## src/rtl/pcecd_pkg.sv

```systemverilog
// Shared definitions for the PCE CD SCSI-style bus: phase codes, bus bit
// masks, error codes and the initiator state encoding.
package pcecd_pkg;

  localparam int BYTE_W = 8;

  // Bus phases as {msg, cd, io}; meaningful only while bsy is high.
  localparam logic [2:0] PHASE_DATA_IN = 3'b001;
  localparam logic [2:0] PHASE_COMMAND = 3'b010;
  localparam logic [2:0] PHASE_STATUS  = 3'b011;
  localparam logic [2:0] PHASE_MSG_IN  = 3'b111;

  // Bit masks for a packed {bsy, req, msg, cd, io} status vector.
  localparam logic [4:0] MASK_BUSY = 5'b10000;
  localparam logic [4:0] MASK_REQ  = 5'b01000;
  localparam logic [4:0] MASK_MSG  = 5'b00100;
  localparam logic [4:0] MASK_CD   = 5'b00010;
  localparam logic [4:0] MASK_IO   = 5'b00001;

  typedef enum logic [2:0] {
    ERR_NONE        = 3'd0,
    ERR_SEL_TIMEOUT = 3'd1,
    ERR_CMD_OVERRUN = 3'd2,
    ERR_BUS_FREE    = 3'd3,
    ERR_ABORTED     = 3'd4
  } err_t;

  // Initiator state encoding.
  localparam logic [3:0] ST_IDLE       = 4'd0;
  localparam logic [3:0] ST_SELECT     = 4'd1;
  localparam logic [3:0] ST_PHASE_WAIT = 4'd2;
  localparam logic [3:0] ST_CMD_SETUP  = 4'd3;
  localparam logic [3:0] ST_ACK_HOLD   = 4'd4;
  localparam logic [3:0] ST_RESET      = 4'd5;
  localparam logic [3:0] ST_FINISH     = 4'd6;

endpackage

```

## src/rtl/pcecd_scsi_initiator_if.sv

```systemverilog
// Initiator/target bus bundle. The master modport is the initiator side.
interface pcecd_scsi_initiator_if;
  import pcecd_pkg::*;

  logic              bsy;
  logic              req;
  logic              msg;
  logic              cd;
  logic              io;
  logic [BYTE_W-1:0] db_in;
  logic              sel;
  logic              ack;
  logic              rst;
  logic [BYTE_W-1:0] db_out;

  modport master (
    input  bsy, req, msg, cd, io, db_in,
    output sel, ack, rst, db_out
  );

  modport slave (
    output bsy, req, msg, cd, io, db_in,
    input  sel, ack, rst, db_out
  );

endinterface

```

## src/rtl/pcecd_cmd_buf.sv

```systemverilog
// Command byte register file: synchronous write, combinational read.
module pcecd_cmd_buf
  import pcecd_pkg::*;
#(
  parameter int DEPTH = 16,
  parameter int AW    = $clog2(DEPTH)
) (
  input  logic              clk,
  input  logic              we,
  input  logic [AW-1:0]     waddr,
  input  logic [BYTE_W-1:0] wdata,
  input  logic [AW-1:0]     raddr,
  output logic [BYTE_W-1:0] rdata
);

  logic [BYTE_W-1:0] mem [DEPTH];

  // Store one command byte per write strobe; contents are not reset.
  always_ff @(posedge clk) begin
    if (we) mem[waddr] <= wdata;
  end

  assign rdata = mem[raddr];

endmodule

```

## src/rtl/pcecd_scsi_initiator.sv

```systemverilog
// Initiator end of the PCE CD bus: selection, command out, data in,
// status, message, bus free, with timeout, overrun and abort handling.
module pcecd_scsi_initiator
  import pcecd_pkg::*;
#(
  parameter int SEL_TIMEOUT = 1024,
  parameter int RST_CYCLES  = 16,
  parameter int CMD_MAX     = 16
) (
  input  logic                  clk,
  input  logic                  reset_n,
  pcecd_scsi_initiator_if.master bus,
  input  logic                  cmd_we,
  input  logic [3:0]            cmd_addr,
  input  logic [7:0]            cmd_data,
  input  logic [4:0]            cmd_len,
  input  logic                  start,
  input  logic                  abort,
  output logic                  data_valid,
  output logic [7:0]            data_byte,
  output logic [7:0]            status_byte,
  output logic [7:0]            message_byte,
  output logic                  busy,
  output logic                  done,
  output logic [2:0]            error
);

  localparam int AW = $clog2(CMD_MAX);

  logic [3:0]  state_reg;
  logic [15:0] cnt_reg;
  logic [4:0]  idx_reg;
  logic [4:0]  len_reg;
  logic        sel_reg, ack_reg, rst_reg;
  logic [7:0]  db_out_reg;
  logic        data_valid_reg;
  logic [7:0]  data_byte_reg, status_reg, message_reg;
  logic        busy_reg, done_reg;
  err_t        error_reg;
  logic        msg_seen_reg;
  logic        cmd_phase_reg;

  logic [2:0]  phase;
  logic        buf_we;
  logic [7:0]  buf_rdata;

  assign phase = {bus.msg, bus.cd, bus.io};

  // A write coinciding with start, or during a transaction, is dropped.
  assign buf_we = cmd_we && !busy_reg && !start;

  pcecd_cmd_buf #(.DEPTH(CMD_MAX)) u_cmd_buf (
    .clk   (clk),
    .we    (buf_we),
    .waddr (cmd_addr[AW-1:0]),
    .wdata (cmd_data),
    .raddr (idx_reg[AW-1:0]),
    .rdata (buf_rdata)
  );

  // Transaction sequencer; abort outranks every other event.
  always_ff @(posedge clk or negedge reset_n) begin
    if (!reset_n) begin
      state_reg      <= ST_IDLE;
      cnt_reg        <= '0;
      idx_reg        <= '0;
      len_reg        <= '0;
      sel_reg        <= 1'b0;
      ack_reg        <= 1'b0;
      rst_reg        <= 1'b0;
      db_out_reg     <= '0;
      data_valid_reg <= 1'b0;
      data_byte_reg  <= '0;
      status_reg     <= '0;
      message_reg    <= '0;
      busy_reg       <= 1'b0;
      done_reg       <= 1'b0;
      error_reg      <= ERR_NONE;
      msg_seen_reg   <= 1'b0;
      cmd_phase_reg  <= 1'b0;
    end else begin
      data_valid_reg <= 1'b0;
      done_reg       <= 1'b0;
      if (abort && state_reg != ST_IDLE) begin
        sel_reg   <= 1'b0;
        ack_reg   <= 1'b0;
        rst_reg   <= 1'b1;
        cnt_reg   <= '0;
        error_reg <= ERR_ABORTED;
        state_reg <= ST_RESET;
      end else begin
        case (state_reg)
          ST_IDLE: begin
            if (start) begin
              error_reg    <= ERR_NONE;
              idx_reg      <= '0;
              len_reg      <= cmd_len;
              busy_reg     <= 1'b1;
              msg_seen_reg <= 1'b0;
              cnt_reg      <= '0;
              sel_reg      <= 1'b1;
              state_reg    <= ST_SELECT;
            end
          end
          ST_SELECT: begin
            if (bus.bsy) begin
              sel_reg   <= 1'b0;
              state_reg <= ST_PHASE_WAIT;
            end else if (cnt_reg == 16'(SEL_TIMEOUT - 1)) begin
              sel_reg   <= 1'b0;
              error_reg <= ERR_SEL_TIMEOUT;
              state_reg <= ST_FINISH;
            end else begin
              cnt_reg <= cnt_reg + 16'd1;
            end
          end
          ST_PHASE_WAIT: begin
            if (!bus.bsy) begin
              // Bus free is the normal ending only after the message byte.
              if (!msg_seen_reg) error_reg <= ERR_BUS_FREE;
              state_reg <= ST_FINISH;
            end else if (bus.req && !msg_seen_reg) begin
              cmd_phase_reg <= 1'b0;
              case (phase)
                PHASE_COMMAND: begin
                  cmd_phase_reg <= 1'b1;
                  if (idx_reg < len_reg) begin
                    db_out_reg <= buf_rdata;
                  end else begin
                    db_out_reg <= 8'h00;
                    error_reg  <= ERR_CMD_OVERRUN;
                  end
                  state_reg <= ST_CMD_SETUP;
                end
                PHASE_DATA_IN: begin
                  data_byte_reg  <= bus.db_in;
                  data_valid_reg <= 1'b1;
                  ack_reg        <= 1'b1;
                  state_reg      <= ST_ACK_HOLD;
                end
                PHASE_STATUS: begin
                  status_reg <= bus.db_in;
                  ack_reg    <= 1'b1;
                  state_reg  <= ST_ACK_HOLD;
                end
                PHASE_MSG_IN: begin
                  message_reg  <= bus.db_in;
                  msg_seen_reg <= 1'b1;
                  ack_reg      <= 1'b1;
                  state_reg    <= ST_ACK_HOLD;
                end
                default: begin
                  error_reg <= ERR_BUS_FREE;
                  state_reg <= ST_FINISH;
                end
              endcase
            end
          end
          ST_CMD_SETUP: begin
            // db_out has had one full cycle to settle before ack.
            ack_reg   <= 1'b1;
            state_reg <= ST_ACK_HOLD;
          end
          ST_ACK_HOLD: begin
            if (!bus.req) begin
              ack_reg <= 1'b0;
              if (cmd_phase_reg && idx_reg != 5'h1f) idx_reg <= idx_reg + 5'd1;
              state_reg <= ST_PHASE_WAIT;
            end
          end
          ST_RESET: begin
            if (cnt_reg == 16'(RST_CYCLES - 1)) begin
              rst_reg   <= 1'b0;
              state_reg <= ST_FINISH;
            end else begin
              cnt_reg <= cnt_reg + 16'd1;
            end
          end
          ST_FINISH: begin
            done_reg   <= 1'b1;
            busy_reg   <= 1'b0;
            db_out_reg <= 8'h00;
            sel_reg    <= 1'b0;
            ack_reg    <= 1'b0;
            state_reg  <= ST_IDLE;
          end
          default: state_reg <= ST_IDLE;
        endcase
      end
    end
  end

  assign bus.sel      = sel_reg;
  assign bus.ack      = ack_reg;
  assign bus.rst      = rst_reg;
  assign bus.db_out   = db_out_reg;
  assign data_valid   = data_valid_reg;
  assign data_byte    = data_byte_reg;
  assign status_byte  = status_reg;
  assign message_byte = message_reg;
  assign busy         = busy_reg;
  assign done         = done_reg;
  assign error        = error_reg;

endmodule

```

## src/flat_wrapper.sv

```systemverilog
// flat-port wrapper written by rule: the top's interface ports become plain ports
module pcecd_scsi_initiator_flat import pcecd_pkg::*;
#(
  parameter int SEL_TIMEOUT = 1024,
  parameter int RST_CYCLES  = 16,
  parameter int CMD_MAX     = 16
)
  (clk, reset_n, cmd_we, cmd_addr, cmd_data, cmd_len, start, abort, data_valid, data_byte, status_byte, message_byte, busy, done, error, bus_bsy, bus_req, bus_msg, bus_cd, bus_io, bus_db_in, bus_sel, bus_ack, bus_rst, bus_db_out);
  pcecd_scsi_initiator_if bus_i ();
  input  logic clk;
  input  logic reset_n;
  input  logic cmd_we;
  input  logic [3:0] cmd_addr;
  input  logic [7:0] cmd_data;
  input  logic [4:0] cmd_len;
  input  logic start;
  input  logic abort;
  output logic data_valid;
  output logic [7:0] data_byte;
  output logic [7:0] status_byte;
  output logic [7:0] message_byte;
  output logic busy;
  output logic done;
  output logic [2:0] error;
  input wire logic [$bits(bus_i.bsy)-1:0] bus_bsy;
  input wire logic [$bits(bus_i.req)-1:0] bus_req;
  input wire logic [$bits(bus_i.msg)-1:0] bus_msg;
  input wire logic [$bits(bus_i.cd)-1:0] bus_cd;
  input wire logic [$bits(bus_i.io)-1:0] bus_io;
  input wire logic [$bits(bus_i.db_in)-1:0] bus_db_in;
  output wire logic [$bits(bus_i.sel)-1:0] bus_sel;
  output wire logic [$bits(bus_i.ack)-1:0] bus_ack;
  output wire logic [$bits(bus_i.rst)-1:0] bus_rst;
  output wire logic [$bits(bus_i.db_out)-1:0] bus_db_out;
  assign bus_i.bsy = bus_bsy;
  assign bus_i.req = bus_req;
  assign bus_i.msg = bus_msg;
  assign bus_i.cd = bus_cd;
  assign bus_i.io = bus_io;
  assign bus_i.db_in = bus_db_in;
  assign bus_sel = bus_i.sel;
  assign bus_ack = bus_i.ack;
  assign bus_rst = bus_i.rst;
  assign bus_db_out = bus_i.db_out;
  pcecd_scsi_initiator #(.SEL_TIMEOUT(SEL_TIMEOUT), .RST_CYCLES(RST_CYCLES), .CMD_MAX(CMD_MAX)) u_core (.clk(clk), .reset_n(reset_n), .bus(bus_i), .cmd_we(cmd_we), .cmd_addr(cmd_addr), .cmd_data(cmd_data), .cmd_len(cmd_len), .start(start), .abort(abort), .data_valid(data_valid), .data_byte(data_byte), .status_byte(status_byte), .message_byte(message_byte), .busy(busy), .done(done), .error(error));
endmodule
```

## config.mk

```make
export PLATFORM = sky130hd
export DESIGN_NAME = pcecd_scsi_initiator_flat
export DESIGN_NICKNAME = d
export VERILOG_FILES = /design/src/rtl/pcecd_pkg.sv /design/src/rtl/pcecd_scsi_initiator_if.sv /design/src/rtl/pcecd_cmd_buf.sv /design/src/rtl/pcecd_scsi_initiator.sv /design/src/flat_wrapper.sv
export SDC_FILE = /design/constraint.sdc
export NUM_CORES = 1
export LEC_CHECK = 0
export BUFFER_PORTS_ARGS = -buffer_cell sky130_fd_sc_hd__buf_2
export CORE_ASPECT_RATIO = 1.5
export CORE_MARGIN = 5
export CORE_UTILIZATION = 55
export CTS_CLUSTER_DIAMETER = 150
export DETAILED_ROUTE_END_ITERATION = 8
export PLACE_DENSITY = 0.82
export SLEW_MARGIN = 20
export SYNTH_ARGS = -nofsm -noshare
export SYNTH_HDL_FRONTEND = slang
export SYNTH_SLANG_ARGS = --single-unit
```

## constraint.sdc

```tcl
create_clock -name clk -period 2.9 [get_ports clk]
set_input_delay 0.435 -clock clk [delete_from_list [all_inputs] [get_ports clk]]
set_output_delay 0.435 -clock clk [all_outputs]
set_load 0.03 [all_outputs]
```

==> results.cfg, run 1 <==
[status]
status = complete, no violations

[clock_tree]
clkLatencyLatePin_ps = 450
post_cts.repair.setup_buffers = 0
ctsRootBufferMaster = sky130_fd_sc_hd__clkbuf_16
clock_sink_count = 200
cts_buffers = 17
number_of_h_tree_branching_levels = 4
tritoncts = done
post_cts.resized_instances = 0
clk_pin_slew_worst_paths_ps = 80
hold_buffers = 0
cts-root-to-sink-buffers = 2

[setup_path]
worst_path_cell_trace = buf_4 > mux4_1 > mux4_2 > a32o_1
critPathLaunchType = flop
critical_path.max_stage_delay_ps = 640
critPathKind = flop to flop
worst_ep_arrival_time_ps = 2740
critical-path-slowest-cell = sky130_fd_sc_hd__mux4_1
regToRegSetupSlack_ps = 490
worstPathRequired_ps = 3230
setup.worst_path.end_class = flop
r2r.worst_path.cells = 4
cp_max_fo = 16

[sta]
worst_slack_ps = 494
least_margin_pin_slew_ps = 940
maxSlewHeadroom = 0.371
period_minus_slack_ps = 2410
finalClockSkew_ps = 13.5
hold_ws_ps = 44.5
timing.final.crit_share = 0.830
fin_setup_tns_ps = 0
setup_viol = 0
max_freq_mhz = 416
finalMaxSlewViolations = 0
rsz_0062_raised_after_global_routing = no
timing_hold_violations_final = 0

[grt]
globalRouteTotalUtil = 0.216
pin_count_of_the_biggest_net_entering_global_routing = 33
global_route_wire_length_before_repair_mm = 30.3
first_global_vias = 5471
grt_antenna_before_repair = 0
grt_remaining_overflow = 0

[cells_and_area]
stdcell_area_mm2 = 0.00995
area_growth_pct = 14.7
largest_reg_flops = 128
fin_util = 0.640
final.fill_count = 1062
drive_above_1_share = 0.260
final-instance-count-excl-fill = 869
n_antenna_cell = 0
nNetsFinal = 695

[floorplan]
die_h_um = 164
design.die.area_mm2 = 0.0184
start_util = 0.558
core_area_mm2 = 0.0156
std_cell_rows = 56
die_x_um = 113
ios = 76

[routing]
drc = 0
detail-route-antenna-nets = 0
vias = 5304
drt_pass1_iterations = 7
drtIter0Drc = 439
postRouteWirelength_mm = 18.9
viasPerCell = 6.10
routed_wire_length_per_instance_um = 21.8

[placement]
placed_cells_incl_taps = 837
dp_worst_setup_slack_ps = 337
placement.io_buffers = 75
place_area_mm2 = 0.00928
post-dp-hpwl_mm = 13.4
place.gp.congestion = 0.890

[power_and_ir_drop]
total_leakage_power_nw = 3.97
cell_internal_pwr_mw = 5.42
p_comb_frac = 0.267
vdd_drop_max_v = 0.000486
fin_total_pwr_mw = 8.22
switching_power_mw = 2.80
pwr_density_cell_mw_per_mm2 = 826
power_switching_share = 0.341
share_of_total_power_in_the_clock_network = 0.314
share_seq_of_total_power = 0.419

[synth]
ys_top_cells_by_area = sky130_fd_sc_hd__edfxtp_1 44%, sky130_fd_sc_hd__dfrtp_1 21%, sky130_fd_sc_hd__mux4_2 5.7%
netlist_top_cells_count = 128 x sky130_fd_sc_hd__edfxtp_1, 72 x sky130_fd_sc_hd__dfrtp_1, 54 x sky130_fd_sc_hd__nand2_1, 39 x sky130_fd_sc_hd__nor2_1, 25 x sky130_fd_sc_hd__o21ai_0
syn-mean-instance-area_um2 = 15.4
postSynthCellCount = 563
postSynthNetCount = 605
synthDominantCellAreaShare = 0.443
synth_ff_type = sky130_fd_sc_hd__edfxtp_1
mappedNetlistArea_mm2 = 0.00868
synth_edf_count = 128
synthDistinctLibCells = 60
yosysSeqAreaShare = 0.651
ys_ff_latch = 200
total_number_of_yosys_warnings = 0
synth_async_sr_flop_share = 0.360
netlist.top_cell.by_area = sky130_fd_sc_hd__edfxtp_1
synth_most_common_cell = sky130_fd_sc_hd__edfxtp_1

[job]
maxCapViolCount = 0

[worst_hold_path]
hold_class = input pin to async pin
## routing by layer
metal	track usage	routed length, um	up-vias
li1	-	-	2380
met1	0.262	7030	2635
met2	0.377	10100	252
met3	0.0520	1360	37
met4	0.0776	425	0
met5	0	0	-
## power by group through the flow
| stage | Clock [mW] | Sequential, mW | Combinational, mW |
|---|---|---|---|
| 4_1_cts | 2.63 | 3.44 | 2.21 |
| 3_5_place_dp | 0 | 3.50 | 2.18 |
| 5_1_grt | 2.74 | 3.48 | 2.38 |
| 2_1_floorplan | 0 | 3.61 | 1.58 |
| 6_report | 2.58 | 3.45 | 2.19 |
| 3_3_place_gp | 0 | 3.49 | 2.12 |
## critical path: cells and delay by family (launching register included)
family / cells / cell delay [ps]
compound gates: 1 / 280
buf+inv: 1 / 340
mux: 2 / 1130
flops: 1 / 530
## cells in the final DEF (no fill, tap or decap), drive strengths merged, types with 4 or more instances in the layout
cell type / n
a21o: 7
a21oi: 10
a31oi: 7
a32o: 9
and3: 8
buf: 99
clkbuf: 17
dfrtp: 72
edfxtp: 128
ha: 7
inv: 24
mux2: 16
mux4: 40
nand2: 54
nand2b: 12
nand3: 14
nand4: 6
nor2: 39
nor3: 9
nor4: 5
o21ai: 33
o31ai: 7
o41ai: 4
## kinds of logic after synthesis
kind of cell	Yosys count	share of synthesized area
muxes	59	0.136
buffers and inverters	40	0.0293
DFF	200	0.651
xor gates and xnor gates	2	0.00202
AOI/OAI and AO/OA	91	0.0741
adders and majority gates	7	0.0101
and+or+nand+nor	164	0.0981
## path summary, 6_finish.rpt
check                               startpoint              endpoint
max                          u_core.idx_reg[0]  u_core.bus.db_out[4]
min                                    reset_n    u_core.cnt_reg[14]
max reg2reg                  u_core.idx_reg[0]  u_core.bus.db_out[4]
min reg2reg                u_core.data_byte[2]   u_core.data_byte[2]
max in group asynchronous              reset_n   u_core.data_byte[1]
min in group clk                    cmd_len[4]     u_core.len_reg[4]
## area by class of cell
| type | instances | area, um^2 | share of cell area |
|---|---|---|---|
| sequential | 200 | 5650 | 0.568 |
| multi-input combinational | 323 | 2780 | 0.279 |
| timing repair buffer | 99 | 556 | 0.0558 |
| clock buffer | 17 | 425 | 0.0428 |
| tap | 203 | 254 | 0.0255 |
| clock inverter | 15 | 245 | 0.0246 |
| inverter | 12 | 45.0 | 0.00453 |
(Power assumes the default switching activity.)
==> inputs of run 2 (changes only) <==
--- a/config.mk
+++ b/config.mk
@@ -8,10 +8,10 @@
 export BUFFER_PORTS_ARGS = -buffer_cell sky130_fd_sc_hd__buf_2
 export CORE_ASPECT_RATIO = 1.5
 export CORE_MARGIN = 5
-export CORE_UTILIZATION = 55
+export CORE_UTILIZATION = 54
 export CTS_CLUSTER_DIAMETER = 150
 export DETAILED_ROUTE_END_ITERATION = 8
-export PLACE_DENSITY = 0.82
+export PLACE_DENSITY = 0.84
 export SLEW_MARGIN = 20
 export SYNTH_ARGS = -nofsm -noshare
 export SYNTH_HDL_FRONTEND = slang
==> constraint.sdc (replaced) <==
create_clock -name clk -period 2 [get_ports clk]
set_input_delay 0.3 -clock clk [delete_from_list [all_inputs] [get_ports clk]]
set_output_delay 0.3 -clock clk [all_outputs]
set_load 0.03 [all_outputs]
==> results.cfg, run 2 (synthesis results as in run 1) <==
[grt]
first_global_vias = 6104
global_route_wire_length_before_repair_mm = 35.0
grt_antenna_before_repair = 0
pin_count_of_the_biggest_net_entering_global_routing = 48
globalRouteTotalUtil = 0.253
grt_remaining_overflow = 0

[floorplan]
die_h_um = 165
core_area_mm2 = 0.0157
design.die.area_mm2 = 0.0188
std_cell_rows = 56
die_x_um = 114
start_util = 0.553
ios = 76

[setup_path]
critPathLaunchType = flop
timing.critical_path.depth = 6
setup.worst_path.end_class = flop
cp_max_fo = 5
worstPathBufferInverterCount = 3
critical-path-slowest-cell = sky130_fd_sc_hd__mux4_1
critPathKind = flop to flop
worst_ep_arrival_time_ps = 2510
worst_path_cell_trace = buf_12 > buf_12 > buf_16 > mux4_1 > mux4_2 > a32o_1
worstPathRequired_ps = 2330
critPathMostFrequentCell = sky130_fd_sc_hd__buf_12
cpLargestDelayFamily = multiplexers
r2r.worst_path.cells = 6
critical_path.max_stage_delay_ps = 570
regToRegSetupSlack_ps = -180

[clock_tree]
ctsRootBufferMaster = sky130_fd_sc_hd__clkbuf_16
clkLatencyLatePin_ps = 450
clock_sink_count = 200
cts_buffers = 17
clk_pin_slew_worst_paths_ps = 90
tritoncts = done
cts-root-to-sink-buffers = 2
number_of_h_tree_branching_levels = 4

[power_and_ir_drop]
pwr_density_cell_mw_per_mm2 = 1240
total_leakage_power_nw = 4.42
vdd_drop_max_v = 0.000707
fin_total_pwr_mw = 13.6

[routing]
detail-route-antenna-nets = 0
vias = 6012
drtIter0Drc = 621
viasPerCell = 6.34
routed_wire_length_per_instance_um = 25.1
drc = 0
drt_pass1_iterations = 5
postRouteWirelength_mm = 23.8

[sta]
maxSlewHeadroom = 0.600
fin_setup_tns_ps = -2080
timing.final.crit_share = 1.09
least_margin_pin_slew_ps = 599
timing_hold_violations_final = 0
worst_slack_ps = -181
max_freq_mhz = 458
rsz_0062_raised_after_global_routing = yes
period_minus_slack_ps = 2180
finalMaxSlewViolations = 0
setup_viol = 21
finalClockSkew_ps = 19.3

[placement]
placement.io_buffers = 75
dp_worst_setup_slack_ps = -153
post-dp-hpwl_mm = 14.4
place.gp.congestion = 0.961

[cells_and_area]
fin_util = 0.698
register_area_mm2 = 0.00565
nNetsFinal = 774
commonest_non_fill_non_tap_cell_in_the_layout = sky130_fd_sc_hd__edfxtp_1
multi_input_comb_area_mm2 = 0.00296
area_growth_pct = 26.2
n_antenna_cell = 0
final.fill_count = 939
most-common-layout-cells = 128 x sky130_fd_sc_hd__edfxtp_1, 79 x sky130_fd_sc_hd__buf_4, 75 x sky130_fd_sc_hd__buf_2
drive_above_1_share = 0.404
largest_reg_flops = 128

[worst_hold_path]
timing.hold.worst_path_depth = 3
hold_class = input pin to flop

[job]
maxCapViolCount = 0

[status]
status = finished with violations
failed_checks = negative setup slack
run 2: power by group:
group	total, mW	switching (mW)	internal [mW]
clock	3.69	1.81	1.87
combinational	4.90	2.54	2.36
sequential	4.96	0.249	4.71
total	13.6	4.60	8.95
run 2: what timing repair did:
action | CTS | global route
buffers inserted | 10 | 10
cloned | 6 | 0
setup endpoints to repair | 31 | 38
hold buffers | 1 | 0
pin swaps | 9 | 19
hold endpoints to repair | 72 | 0
resized for setup | 30 | 53
run 2: layout make-up:
type                    count  share of cell area
flip-flops and latches    200               0.516
multi-input cells         323               0.270
repair buffers            178               0.127
clock buffers              17              0.0388
well taps                 203              0.0232
clock inverters            15              0.0203
inverters                  12             0.00446
run 2: stage by stage:
| stage | area [um^2] | std cells | hold WS (ps) |
|---|---|---|---|
| detailed placement | 9710 | 889 | 338 |
| finish | 11000 | 948 | 73.9 |
| floorplan | 8680 | 563 | 4.41 |
| global placement | 9710 | 889 | 335 |
| global route | 11000 | 948 | 71.3 |
| CTS | 10600 | 938 | 53.3 |
run 2: tightest hold or removal path, stage by stage:
cell and delay, ps:
sky130_fd_sc_hd__buf_2 80, sky130_fd_sc_hd__nand2_1 40, sky130_fd_sc_hd__o21ai_0 60
run 2: per-layer routing:
layer / GRT usage / part of all wire / up-vias
li1: - / - / 2538
met1: 0.302 / 0.35 / 2974
met2: 0.442 / 0.53 / 412
met3: 0.0445 / 0.075 / 88
met4: 0.122 / 0.047 / 0
met5: 0 / 0 / -
run 2: worst paths after layout:
check / from / endpoint
worst max-delay path: u_core.idx_reg[0] / u_core.bus.db_out[7]
worst min-delay path: cmd_len[2] / u_core.len_reg[2]
worst max register to register: u_core.idx_reg[0] / u_core.bus.db_out[7]
worst min register to register: u_core.data_byte[6] / u_core.data_byte[6]
max in group asynchronous: reset_n / u_core.idx_reg[3]
min in group asynchronous: reset_n / u_core.cnt_reg[13]
==> inputs of run 3 (changes only) <==
--- a/config.mk
+++ b/config.mk
@@ -15,4 +15,5 @@
 export SLEW_MARGIN = 20
 export SYNTH_ARGS = -nofsm -noshare
 export SYNTH_HDL_FRONTEND = slang
+export SYNTH_HIERARCHICAL = 1
 export SYNTH_SLANG_ARGS = --single-unit
==> results.cfg, run 3 <==
[sta]
timing_hold_violations_final = 0
least_margin_pin_slew_ps = 474
rsz_0062_raised_after_global_routing = yes
finalMaxSlewViolations = 0
hold_ws_ps = 80.9
finalClockSkew_ps = 11.6
setup_viol = 4
max_freq_mhz = 494
worst_slack_ps = -25.6
maxSlewHeadroom = 0.681
timing.final.crit_share = 1.01
period_minus_slack_ps = 2030

[cells_and_area]
area_growth_pct = 22.4
final.fill_count = 1039
most-common-layout-cells = 128 x sky130_fd_sc_hd__edfxtp_1, 74 x sky130_fd_sc_hd__buf_2, 70 x sky130_fd_sc_hd__dfrtp_1
commonest_non_fill_non_tap_cell_in_the_layout = sky130_fd_sc_hd__edfxtp_1
largest_reg_flops = 128
multi_input_comb_area_mm2 = 0.00305
register_area_mm2 = 0.00565
n_antenna_cell = 0
drive_above_1_share = 0.376
nNetsFinal = 752

[setup_path]
worst_path_cell_trace = or4b_4 > nor2_8 > buf_6 > buf_6 > nand4_4 > buf_12 > mux2_4
worstPathBufferInverterCount = 3
timing.critical_path.depth = 7
r2r.worst_path.cells = 7
setup.worst_path.end_class = flop
worst_ep_arrival_time_ps = 2340
regToRegSetupSlack_ps = -30
worstPathRequired_ps = 2310
timing.critical_path.from = u_core/state_reg[0]
critical_path.max_stage_delay_ps = 590
cp_max_fo = 5
timing.rr.start = u_core/state_reg[0]
critPathLaunchType = flop
critPathKind = flop to flop
worst_r2r_endpoint = u_core/data_byte[2]
critical-path-slowest-cell = sky130_fd_sc_hd__or4b_4
cpLargestDelayFamily = simple AND/OR/NAND/NOR gates
critPathMostFrequentCell = sky130_fd_sc_hd__buf_6

[grt]
grt_remaining_overflow = 0
globalRouteTotalUtil = 0.215
pin_count_of_the_biggest_net_entering_global_routing = 37
global_route_wire_length_before_repair_mm = 30.8
first_global_vias = 5768
grt_antenna_before_repair = 0

[routing]
routed_wire_length_per_instance_um = 21.9
viasPerCell = 6.11
vias = 5655
drt_pass1_iterations = 5
postRouteWirelength_mm = 20.3
detail-route-antenna-nets = 0
drtIter0Drc = 508
drc = 0

[status]
failed_checks = negative setup slack
status = finished with violations

[synth]
synthDistinctLibCells = 67
synthDominantCellAreaShare = 0.443
mappedNetlistArea_mm2 = 0.00869
total_number_of_yosys_warnings = 6
synth_edf_count = 128
ys_top_cells_by_area = sky130_fd_sc_hd__edfxtp_1 44%, sky130_fd_sc_hd__dfrtp_1 21%, sky130_fd_sc_hd__mux4_2 4.7%
postSynthCellCount = 567
yosysSeqAreaShare = 0.650
ys_ff_latch = 200
synth_async_sr_flop_share = 0.360
postSynthNetCount = 609
netlist.top_cell.by_area = sky130_fd_sc_hd__edfxtp_1
synth_most_common_cell = sky130_fd_sc_hd__edfxtp_1
syn-mean-instance-area_um2 = 15.3
netlist_top_cells_count = 128 x sky130_fd_sc_hd__edfxtp_1, 72 x sky130_fd_sc_hd__dfrtp_1, 34 x sky130_fd_sc_hd__nor2_1, 29 x sky130_fd_sc_hd__nand2_1
synth_ff_type = sky130_fd_sc_hd__edfxtp_1

[floorplan]
die_h_um = 165
core_area_mm2 = 0.0157
start_util = 0.553
design.die.area_mm2 = 0.0188
die_x_um = 114
std_cell_rows = 56
ios = 76

[worst_hold_path]
hold_class = input pin to flop
worst_hold_startpoint = cmd_len[1]
worst_hold_path.endpoint = u_core/len_reg[1]
timing.hold.worst_path_depth = 3

[placement]
post-dp-hpwl_mm = 13.5
placement.io_buffers = 75
place.gp.congestion = 0.907
dp_worst_setup_slack_ps = -211

[clock_tree]
ctsRootBufferMaster = sky130_fd_sc_hd__clkbuf_16
number_of_h_tree_branching_levels = 4
cts_buffers = 17
clk_pin_slew_worst_paths_ps = 80
tritoncts = done
clock_sink_count = 200
cts-root-to-sink-buffers = 2
clkLatencyLatePin_ps = 430

[power_and_ir_drop]
pwr_density_cell_mw_per_mm2 = 1120
vdd_drop_max_v = 0.000595
total_leakage_power_nw = 4.31

[job]
maxCapViolCount = 0
## run 3: cell types whose count changed after synthesis, sizes merged, moves of 8 or more
cell / delta
nand2: -25
a22o: +11
a22oi: +16
mux4: -8
a21oi: +11
o21ai: -12
a32o: -8
mux2: +10
## run 3: through the flow
stage	util	TNS (ps)	cell area, um^2	std cells	power (mW)
final	0.678	-28.8	10600	926	11.9
after global routing	0.678	-519	10600	926	12.4
after CTS	0.658	0	10300	915	11.6
after detailed placement	0.617	-3460	9680	882	8.12
after global placement	0.617	-2170	9680	882	8.02
after floorplan	-	-4090	8710	567	7.10
## run 3: metal layers
metal / wire length (um) / vias up / track usage
met5: 0 / - / 0
met4: 390 / 0 / 0.0744
met3: 1170 / 31 / 0.0324
met2: 11500 / 238 / 0.407
met1: 7210 / 2868 / 0.245
li1: - / 2518 / -
## run 3: final cells by class
cell class / instances / area share
inverters: 13 / 0.00459
clock buffers: 17 / 0.0400
well taps: 203 / 0.0239
repair buffers: 150 / 0.0965
flip-flops and latches: 200 / 0.531
multi-input cells: 328 / 0.287
clock inverters: 15 / 0.0168
## run 3: how the worst max path moves through the flow
| stage | endpoint | slack [ps] |
|---|---|---|
| 2_1_floorplan | u_core/u_cmd_buf/mem[3][0] | -110 |
| 3_3_place_gp | u_core/message_byte[4] | -160 |
| 3_5_place_dp | u_core/message_byte[7] | -210 |
| 4_1_cts | u_core/data_byte[3] | 4 |
| 5_1_grt | u_core/idx_reg[0] | -70 |
| 6_report | u_core/data_byte[2] | -30 |
## run 3: logic make-up (layout without fill, tap and decap cells)
| group | Yosys count | in the layout | synth area share |
|---|---|---|---|
| XOR/XNOR | 2 | 2 | 0.00202 |
| AO/OA/AOI/OAI | 110 | 110 | 0.0892 |
| flip-flops | 200 | 200 | 0.650 |
| adder cells (fa/ha/maj) | 7 | 7 | 0.0101 |
| AND/OR/NAND/NOR | 147 | 148 | 0.0926 |
| multiplexers | 61 | 61 | 0.130 |
| buffers and inverters | 40 | 195 | 0.0265 |
## run 3: timing repair
| item | in CTS | in global routing |
|---|---|---|
| pin swaps | 4 | 13 |
| setup endpoints to repair | 23 | 60 |
| setup buffers | 1 | 10 |
| gates cloned | 0 | 2 |
| resized for setup | 9 | 46 |
| endpoints found under the hold margin | 34 | 0 |
| hold buffers | 1 | 0 |
## run 3: worst min-delay path: stages
cell                      delay, ps
sky130_fd_sc_hd__buf_2           80
sky130_fd_sc_hd__nand2_1         40
sky130_fd_sc_hd__o21ai_0         60
## run 3: power breakdown
part           internal [mW]  leakage, nW  switching [mW]  total (mW)
registers               4.67         2.12           0.158        4.83
logic                   1.58         1.90            2.02        3.60
clock network           1.73        0.296            1.75        3.47
total                   7.98         4.31            3.92        11.9
